===== src/rtl/keypad_pkg.sv =====
// Shared types, row drive constants and key decode for the keypad controller.
package keypad_pkg;

  typedef enum logic [1:0] {
    SCAN,
    DEBOUNCE_PRESS,
    WAIT_RELEASE,
    DEBOUNCE_RELEASE
  } kp_state_e;

  // Active-low one-hot row drive patterns
  localparam logic [3:0] ROW0_N = 4'b1110;
  localparam logic [3:0] ROW1_N = 4'b1101;
  localparam logic [3:0] ROW2_N = 4'b1011;
  localparam logic [3:0] ROW3_N = 4'b0111;

  function automatic logic [3:0] row_drive(input logic [1:0] idx);
    case (idx)
      2'd0:    return ROW0_N;
      2'd1:    return ROW1_N;
      2'd2:    return ROW2_N;
      default: return ROW3_N;
    endcase
  endfunction

  // True when exactly one column is pulled low
  function automatic logic is_single(input logic [3:0] pat_n);
    case (pat_n)
      4'b1110, 4'b1101, 4'b1011, 4'b0111: return 1'b1;
      default:                            return 1'b0;
    endcase
  endfunction

  // Row index plus active-high column one-hot -> hex key code
  function automatic logic [3:0] keymap(input logic [1:0] r, input logic [3:0] col_oh);
    logic [1:0] c;
    case (col_oh)
      4'b0010: c = 2'd1;
      4'b0100: c = 2'd2;
      4'b1000: c = 2'd3;
      default: c = 2'd0;
    endcase
    case ({r, c})
      4'h0: return 4'h1;
      4'h1: return 4'h2;
      4'h2: return 4'h3;
      4'h3: return 4'hA;
      4'h4: return 4'h4;
      4'h5: return 4'h5;
      4'h6: return 4'h6;
      4'h7: return 4'hB;
      4'h8: return 4'h7;
      4'h9: return 4'h8;
      4'hA: return 4'h9;
      4'hB: return 4'hC;
      4'hC: return 4'hE;
      4'hD: return 4'h0;
      4'hE: return 4'hF;
      default: return 4'hD;
    endcase
  endfunction

endpackage


===== src/rtl/keypad_if.sv =====
// Keypad pins plus decoded key/history outputs.
interface keypad_if;
  logic [3:0] col;
  logic [3:0] row;
  logic [3:0] key_code;
  logic       key_strobe;
  logic [3:0] digit_new;
  logic [3:0] digit_old;
  logic       busy;

  modport master (
    input  col,
    output row, key_code, key_strobe, digit_new, digit_old, busy
  );

  modport slave (
    output col,
    input  row, key_code, key_strobe, digit_new, digit_old, busy
  );
endinterface


===== src/rtl/keypad_controller_col_sync.sv =====
// Two-flop synchronizer for the asynchronous pulled-up column inputs.
module col_sync (
  input  logic       clk,
  input  logic       rst_n,
  input  logic [3:0] d,
  output logic [3:0] q
);
  logic [3:0] meta;

  // Resets to all-high so an idle keypad is seen during and after reset
  always_ff @(posedge clk or negedge rst_n) begin
    if (!rst_n) begin
      meta <= 4'hF;
      q    <= 4'hF;
    end else begin
      meta <= d;
      q    <= meta;
    end
  end
endmodule


===== src/rtl/keypad_controller.sv =====
// 4x4 keypad scan, press/release debounce and two-digit key history.
module keypad_controller
  import keypad_pkg::*;
#(
  parameter int SCAN_PERIOD     = 6000,
  parameter int DEBOUNCE_CYCLES = 60000
) (
  input  logic     clk,
  input  logic     rst_n,
  keypad_if.master kp
);
  localparam int SW = $clog2(SCAN_PERIOD);
  localparam int DW = $clog2(DEBOUNCE_CYCLES);
  localparam logic [SW-1:0] SCAN_LAST = SW'(SCAN_PERIOD - 1);
  localparam logic [DW-1:0] DEB_LAST  = DW'(DEBOUNCE_CYCLES - 1);
  localparam logic [SW-1:0] SCAN_QUAL = SW'(2);

  kp_state_e     state, state_nxt;
  logic [SW-1:0] scan_cnt, scan_cnt_nxt;
  logic [DW-1:0] deb_cnt, deb_cnt_nxt;
  logic [1:0]    row_idx, row_idx_nxt;
  logic [3:0]    lat_pat, lat_pat_nxt;
  logic [3:0]    csync;
  logic [3:0]    acc_code;
  logic          accept;

  col_sync u_col_sync (
    .clk   (clk),
    .rst_n (rst_n),
    .d     (kp.col),
    .q     (csync)
  );

  // Row only moves in SCAN, so row_idx doubles as the latched row while debouncing
  assign kp.row   = row_drive(row_idx);
  assign acc_code = keymap(row_idx, ~lat_pat);

  // State, counters and latched pattern
  always_ff @(posedge clk or negedge rst_n) begin
    if (!rst_n) begin
      state    <= SCAN;
      scan_cnt <= '0;
      deb_cnt  <= '0;
      row_idx  <= 2'd0;
      lat_pat  <= 4'hF;
    end else begin
      state    <= state_nxt;
      scan_cnt <= scan_cnt_nxt;
      deb_cnt  <= deb_cnt_nxt;
      row_idx  <= row_idx_nxt;
      lat_pat  <= lat_pat_nxt;
    end
  end

  // Next-state: scan rows, debounce press, wait for release, debounce release
  always_comb begin
    state_nxt    = state;
    scan_cnt_nxt = scan_cnt;
    deb_cnt_nxt  = deb_cnt;
    row_idx_nxt  = row_idx;
    lat_pat_nxt  = lat_pat;
    accept       = 1'b0;
    case (state)
      SCAN: begin
        // First two counts of each row are blanked to hide synchronizer lag
        if (scan_cnt >= SCAN_QUAL && is_single(csync)) begin
          lat_pat_nxt = csync;
          deb_cnt_nxt = '0;
          state_nxt   = DEBOUNCE_PRESS;
        end else if (scan_cnt == SCAN_LAST) begin
          scan_cnt_nxt = '0;
          row_idx_nxt  = row_idx + 2'd1;
        end else begin
          scan_cnt_nxt = scan_cnt + 1'b1;
        end
      end
      DEBOUNCE_PRESS: begin
        if (csync != lat_pat) begin
          state_nxt    = SCAN;
          scan_cnt_nxt = '0;
        end else if (deb_cnt == DEB_LAST) begin
          accept    = 1'b1;
          state_nxt = WAIT_RELEASE;
        end else begin
          deb_cnt_nxt = deb_cnt + 1'b1;
        end
      end
      WAIT_RELEASE: begin
        if (csync == 4'hF) begin
          deb_cnt_nxt = '0;
          state_nxt   = DEBOUNCE_RELEASE;
        end
      end
      DEBOUNCE_RELEASE: begin
        if (csync != 4'hF) begin
          state_nxt = WAIT_RELEASE;
        end else if (deb_cnt == DEB_LAST) begin
          state_nxt    = SCAN;
          row_idx_nxt  = row_idx + 2'd1;
          scan_cnt_nxt = '0;
        end else begin
          deb_cnt_nxt = deb_cnt + 1'b1;
        end
      end
      default: state_nxt = SCAN;
    endcase
  end

  // Registered key outputs and history shift on each accepted press
  always_ff @(posedge clk or negedge rst_n) begin
    if (!rst_n) begin
      kp.key_code   <= 4'h0;
      kp.key_strobe <= 1'b0;
      kp.digit_new  <= 4'h0;
      kp.digit_old  <= 4'h0;
      kp.busy       <= 1'b0;
    end else begin
      kp.key_strobe <= accept;
      kp.busy       <= (state_nxt != SCAN);
      if (accept) begin
        kp.key_code  <= acc_code;
        kp.digit_new <= acc_code;
        kp.digit_old <= kp.digit_new;
      end
    end
  end
endmodule

===== src/flat_wrapper.sv =====
// flat-port wrapper written by rule: the top's interface ports become plain ports
module keypad_controller_flat import keypad_pkg::*;
#(
  parameter int SCAN_PERIOD     = 6000,
  parameter int DEBOUNCE_CYCLES = 60000
)
  (clk, rst_n, kp_col, kp_row, kp_key_code, kp_key_strobe, kp_digit_new, kp_digit_old, kp_busy);
  keypad_if kp_i ();
  input  logic clk;
  input  logic rst_n;
  input wire logic [$bits(kp_i.col)-1:0] kp_col;
  output wire logic [$bits(kp_i.row)-1:0] kp_row;
  output wire logic [$bits(kp_i.key_code)-1:0] kp_key_code;
  output wire logic [$bits(kp_i.key_strobe)-1:0] kp_key_strobe;
  output wire logic [$bits(kp_i.digit_new)-1:0] kp_digit_new;
  output wire logic [$bits(kp_i.digit_old)-1:0] kp_digit_old;
  output wire logic [$bits(kp_i.busy)-1:0] kp_busy;
  assign kp_i.col = kp_col;
  assign kp_row = kp_i.row;
  assign kp_key_code = kp_i.key_code;
  assign kp_key_strobe = kp_i.key_strobe;
  assign kp_digit_new = kp_i.digit_new;
  assign kp_digit_old = kp_i.digit_old;
  assign kp_busy = kp_i.busy;
  keypad_controller #(.SCAN_PERIOD(SCAN_PERIOD), .DEBOUNCE_CYCLES(DEBOUNCE_CYCLES)) u_core (.clk(clk), .rst_n(rst_n), .kp(kp_i));
endmodule

===== config.mk =====
export PLATFORM = sky130hd
export DESIGN_NAME = keypad_controller_flat
export DESIGN_NICKNAME = d
export VERILOG_FILES = /design/src/rtl/keypad_pkg.sv /design/src/rtl/keypad_if.sv /design/src/rtl/keypad_controller_col_sync.sv /design/src/rtl/keypad_controller.sv /design/src/flat_wrapper.sv
export SDC_FILE = /design/constraint.sdc
export NUM_CORES = 1
export LEC_CHECK = 0
export ABC_AREA = 0
export CORE_MARGIN = 4
export CORE_UTILIZATION = 59
export DETAILED_ROUTE_END_ITERATION = 6
export GPL_ROUTABILITY_DRIVEN = 1
export PLACE_DENSITY = 0.83
export SYNTH_ARGS = -nofsm -noshare
export SYNTH_HDL_FRONTEND = slang
export SYNTH_SLANG_ARGS = --single-unit

===== constraint.sdc =====
create_clock -name clk -period 2.9 [get_ports clk]
set_input_delay 0.87 -clock clk [delete_from_list [all_inputs] [get_ports clk]]
set_output_delay 0.87 -clock clk [all_outputs]
set_load 0.01 [all_outputs]

Yosys cells after proc, flatten, opt, wreduce, memory -nomap -nowiden
Memory sizes are Yosys's and may differ from the RTL's. A register that Yosys moved wholly into a read port is not among the register bits.
Index checks and enable logic that the tools add are counted.
- logic and storage cells: 84
- bits in registers: 51
- bits in latches: 0
- ROM bits: 64
- input bits: 6
- memories kept: 1
- output and inout port bits: 18
- memory bits (writable): 0
- $add $sub $neg: 3
- equal/unequal tests: 25
- shift operators: 0
- magnitude comparators: 1
- bitwise gates (word level): 1
- divide/modulo/power cells: 0
- muxes and demuxes: 31
- reductions and logical operators: 12
- multiply operators: 0
- memories (memory ; depth ; bits a word ; read ports ; clocked after memory_dff ; wr ports ; RTL line ; source):
    (name not given) ; 16 ; 4 ; 1 ; 1 ; 0 ; keypad_pkg.sv:43 ; case ({r, c})
- operators with widths (operator ; number):
    16-bit 2-to-1 mux ; 5
    13-bit 2-to-1 mux ; 5
    16-bit one-hot mux with 4 select lines ; 1
    13-bit one-hot mux with 3 select lines ; 1
    4-bit equality test, second input constant ; 5
    2-bit 2-to-1 mux ; 10
    16-bit by 1-bit adder with 16-bit output, second input constant ; 1
    16-bit equality test, second input constant ; 1
    13-bit by 1-bit adder with 13-bit output, second input constant ; 1
    13-bit equality test, second input constant ; 1
    13-bit by 2-bit >= comparator with 1-bit output, second input constant ; 1
    4-bit one-hot mux with 3 select lines ; 1
    2-bit by 1-bit inequality test with 1-bit output, second input constant ; 5
    5-bit AND reduction ; 2
    4-bit by 3-bit equality test with 1-bit output, second input constant ; 2
    2-bit one-hot mux with 4 select lines ; 1
    2-bit equality test, second input constant ; 3
    2-bit inequality test, second input constant ; 3
    2-bit one-hot mux with 3 select lines ; 1
    1-bit 2-to-1 mux ; 5
    2-bit by 1-bit equality test with 1-bit output, second input constant ; 2
    4-bit by 2-bit equality test with 1-bit output, second input constant ; 1
    2-bit zero test ; 2
    4-bit inequality test ; 1
    11 further kinds ; 12

Logic depth before layout (Yosys ltp)
- word-level depth: 8
- gate-level depth with buffers: 9
- mapped depth without buffers: 8

Hierarchy
From an unflattened synthesis, not the netlist that was laid out.
- cell total of the unflattened synthesis: 330
- area, all modules: 3206.8 um2
- modules (own cells, without submodules) (module ; cells an instance ; instances ; area each (um2) ; seq. area each (um2)):
    keypad_controller ; 322 ; 1 ; 2996.6 ; 1181.1
    col_sync ; 8 ; 1 ; 210.2 ; 210.2

Worst setup path before layout
No wires, ideal clock.
- path type: register -> register
- start: register u_core.deb_cnt[0]
- end: register u_core.scan_cnt[1]
- period minus slack after synthesis: 2.050 ns
- buffers on the path: 0
- data arrival time: 1.925 ns
- setup slack: 0.850 ns
- library setup time: 0.125 ns
- required time: 2.775 ns
- cell stages (with the launch flop): 7
- cells stage by stage: dfrtp_1 -> ha_1 -> and4_1 -> nand4_1 -> o21ai_0 -> and3_1 -> mux2_2
- longest elaborated chain between the ends: 3
- ends and longest elaborated chain (element ; RTL line ; source):
    start, declared ; keypad_controller.sv:20 ; logic [DW-1:0] deb_cnt, deb_cnt_nxt;
    start signal, assigned ; keypad_controller.sv:49 ; deb_cnt <= deb_cnt_nxt;
    16-bit equality test ; keypad_controller.sv:97 ; end else if (deb_cnt == DEB_LAST) begin
    2-bit by 1-bit inequality test with 1-bit output (no line) ; n/a ;
    5-bit AND reduction (no line) ; n/a ;
    end signal, assigned ; keypad_controller.sv:48 ; scan_cnt <= scan_cnt_nxt;
    end, declared ; keypad_controller.sv:19 ; logic [SW-1:0] scan_cnt, scan_cnt_nxt;
Every way passes these cells.
A chain may end at the register's enable or synchronous reset.

Final worst setup path
- start: register u_core.row_idx[0]
- end: output kp_row[2]
- longest elaborated chain between the ends: 2
- elaborated cells between the ends (all ways): 4
- those cells by class: 2 x eq/ne; 1 x mux; 1 x reduce/logical
- ends and longest elaborated chain (element ; RTL line ; source):
    start, declared ; keypad_controller.sv:21 ; logic [1:0] row_idx, row_idx_nxt;
    start signal, assigned ; keypad_controller.sv:50 ; row_idx <= row_idx_nxt;
    2-bit equality test (tied with other cells) ; keypad_pkg.sv:18 ; case (idx)
    4-bit one-hot mux with 3 select lines * ; keypad_pkg.sv:18 ;
    end, declared ; flat_wrapper.sv:12 ; output wire logic [$bits(kp_i.row)-1:0] kp_row;
Every way passes the cells marked *; elsewhere a longest branch is shown, timed or not.

==> results.txt <==
Die width: 82.7 um
Part of the cycle the worst path needs: 0.917
CP most frequent cell: inv_1
Share of post-route cells with drive strength above 1: 0.157
Synth unique cells: 50
Clock Pin Slew Worst Setup and Hold Paths: 90 ps
Total Routing Usage GR: 0.219
Cell with the most instances after synthesis: dfrtp_1
Maxcap violations: 0
Clock Latency Late Sink: 300 ps
Cts repair resizes: 0
Fin. max-slew vios: 0
Slowest cell on the critical path: clkdlybuf4s50_1
I/O pin cnt: 24
# DRC: 0
Top post-synthesis cells by count: dfrtp_1 (43), nand2_1 (26), a31oi_1 (21), ha_1 (17), inv_1 (17)
RSZ-0062 raised after global routing: no
Setup_tns: 0 ps
Die footprint: 6830 um^2
Ys flop type: dfrtp_1
CTS buffer count: 5
# hold bufs at CTS: 0
Peak VDD IR: 0.386 mV
EDFF count, synth: 0
Cells after Synth: 328
Gr ovfl total: 0
Drt total wl: 6850 um
Top cells by area, synth: dfrtp_1 (33%), dfstp_2 (9.6%), ha_1 (6.5%)
Sequential share of the synthesized area: 0.423
# nets final: 367
DR iter-0 viols: 251
Clock Skew: 4.99 ps
Setup bufs post-CTS: 0
First-pass GRT wire length: 11,700 um
Cell Area, Placed: 3540 um^2
Req. time, crit path: 2030 ps
Post-synth ARST share: 1.00
Hold Crit Class: reg -> reg
Post-route ant nets: 0
Crit path largest cell delay: 530 ps
Hpwl dp: 4840 um
Initial antenna violation count: 0
Final Instance Area: 3660 um^2
Clock sink total: 55
WP data arrival: 1790 ps
Post-Syn Nets: 351
Row count: 26
Vias in the first global route: 2,458
Port Buffers: 23
YS warnings: 0
Root buffer cell: clkbuf_8
Total chip power: 2.98 mW
Die span in y: 82.7 um
Area grow syn2layout: 11.3%
TritonCTS clock tree: done
Wirelength per Cell: 16.5 um
N_diodes: 0
Cell Chain, Critical Path: inv_1 -> ha_1 -> inv_1 -> clkdlybuf4s50_1
Slew @ Worst Pin: 804 ps
Syn avg cell area: 10.0 um^2
Clock H-tree levels: 2
Max Clk Rate: 376 MHz
Status: complete, no violations
Non-filler instance count after layout: 415
DR vias: 2,677
Placed cell count: 407
Max_slew headroom: 0.464
PD cells: 815 nW/um^2
Setup Crit Path Kind: reg -> out
Final hold viol count: 0
Yosys top cell by area: dfrtp_1
Vias/cell: 6.45
Leak Pwr: 1.64 nW
Largest net degree at the start of global routing: 37
GPL Wtd Cong: 0.827
Pre-antenna DRT Iters: 5
Clock Path Buffers: 2
CP Launch Type: flop
Synth Register Bits: 55
Core area: 5240 um^2
Setup-failing EPs final: 0
Crit path time final: 2660 ps
Crit-path max FO: 8
Synthesized area: 3290 um^2
Worst Setup End Kind: primary output
Starting density of the core: 0.628
Yosys top cell area share: 0.327
[kinds of logic after synthesis]
group / after synthesis / synth area share
and+or+nand+nor: 101 / 0.171
AOI/OAI and AO/OA: 94 / 0.213
DFF: 55 / 0.423
buffers and inverters: 40 / 0.0586
adders and majority gates: 17 / 0.0647
muxes: 13 / 0.0479
xor gates and xnor gates: 8 / 0.0213
[placed cells by master (no fill, tap or decap), types with 12 or more instances in the layout]
master	instances
mux2_2	12
o31ai_1	15
ha_1	17
dfstp_2	12
clkdlybuf4s50_1	22
a21oi_1	14
nand2_1	26
dfrtp_1	43
inv_1	17
nor2_1	13
a31oi_1	21
[stage by stage]
step | utilization | hold slack [ps] | worst slack [ps]
2_1_floorplan | - | 345 | 850
3_3_place_gp | 0.676 | 346 | 639
3_5_place_dp | 0.676 | 349 | 543
4_1_cts | 0.699 | 364 | 241
5_1_grt | 0.699 | 370 | 123
6_report | 0.699 | 362 | 240
[critical path: cells and delay by family, from the launching register on]
kind | cells | cell delay (ps)
flip-flops | 1 | 510
adder cells (fa/ha/maj) | 1 | 230
buffers and inverters | 3 | 750
[power breakdown]
part / internal, mW / switching (mW)
registers: 0.915 / 0.161
clock network: 0.280 / 0.237
logic: 0.546 / 0.843
total: 1.74 / 1.24
[registers in the layout, summed over array words and instances (netlist names)]
signal,cells
u_core.kp.key_strobe,1
u_core.lat_pat,4
u_core.scan_cnt,13
u_core.state,2
u_core.kp.digit_old,4
u_core.row_idx,2
u_core.u_col_sync.q,4
u_core.u_col_sync.meta,4
u_core.kp.key_code,4
u_core.deb_cnt,16
u_core.kp.busy,1
[layer usage]
| layer | global-route usage | up-vias | share of wire |
|---|---|---|---|
| met1 | 0.303 | 1312 | 0.45 |
| li1 | - | 1260 | - |
| met2 | 0.359 | 95 | 0.49 |
| met3 | 0.0315 | 10 | 0.048 |
| met5 | 0 | - | 0 |
| met4 | 0.0588 | 0 | 0.017 |
[final timing paths]
kind	slack (ps)	endpoint	startpoint	cells after the start
worst max register to register	560	u_core.deb_cnt[7]	u_core.u_col_sync.q[1]	6
worst min register to register	360	u_core.u_col_sync.q[1]	u_core.u_col_sync.meta[1]	0
worst min-delay path	360	u_core.u_col_sync.q[1]	u_core.u_col_sync.meta[1]	0
worst max-delay path	240	kp_row[2]	u_core.row_idx[0]	4
min in group asynchronous	650	u_core.scan_cnt[12]	rst_n	1
max in group asynchronous	1580	u_core.kp.digit_old[2]	rst_n	2
[cell type report]
class,count,area (um^2)
multi-input cells,233,1710
fillers,389,1580
flip-flops and latches,55,1390
repair buffers,32,293
well taps,70,87.6
clock buffers,6,82.6
inverters,17,63.8
clock inverters,2,35.0
(Power assumes the default switching activity.)
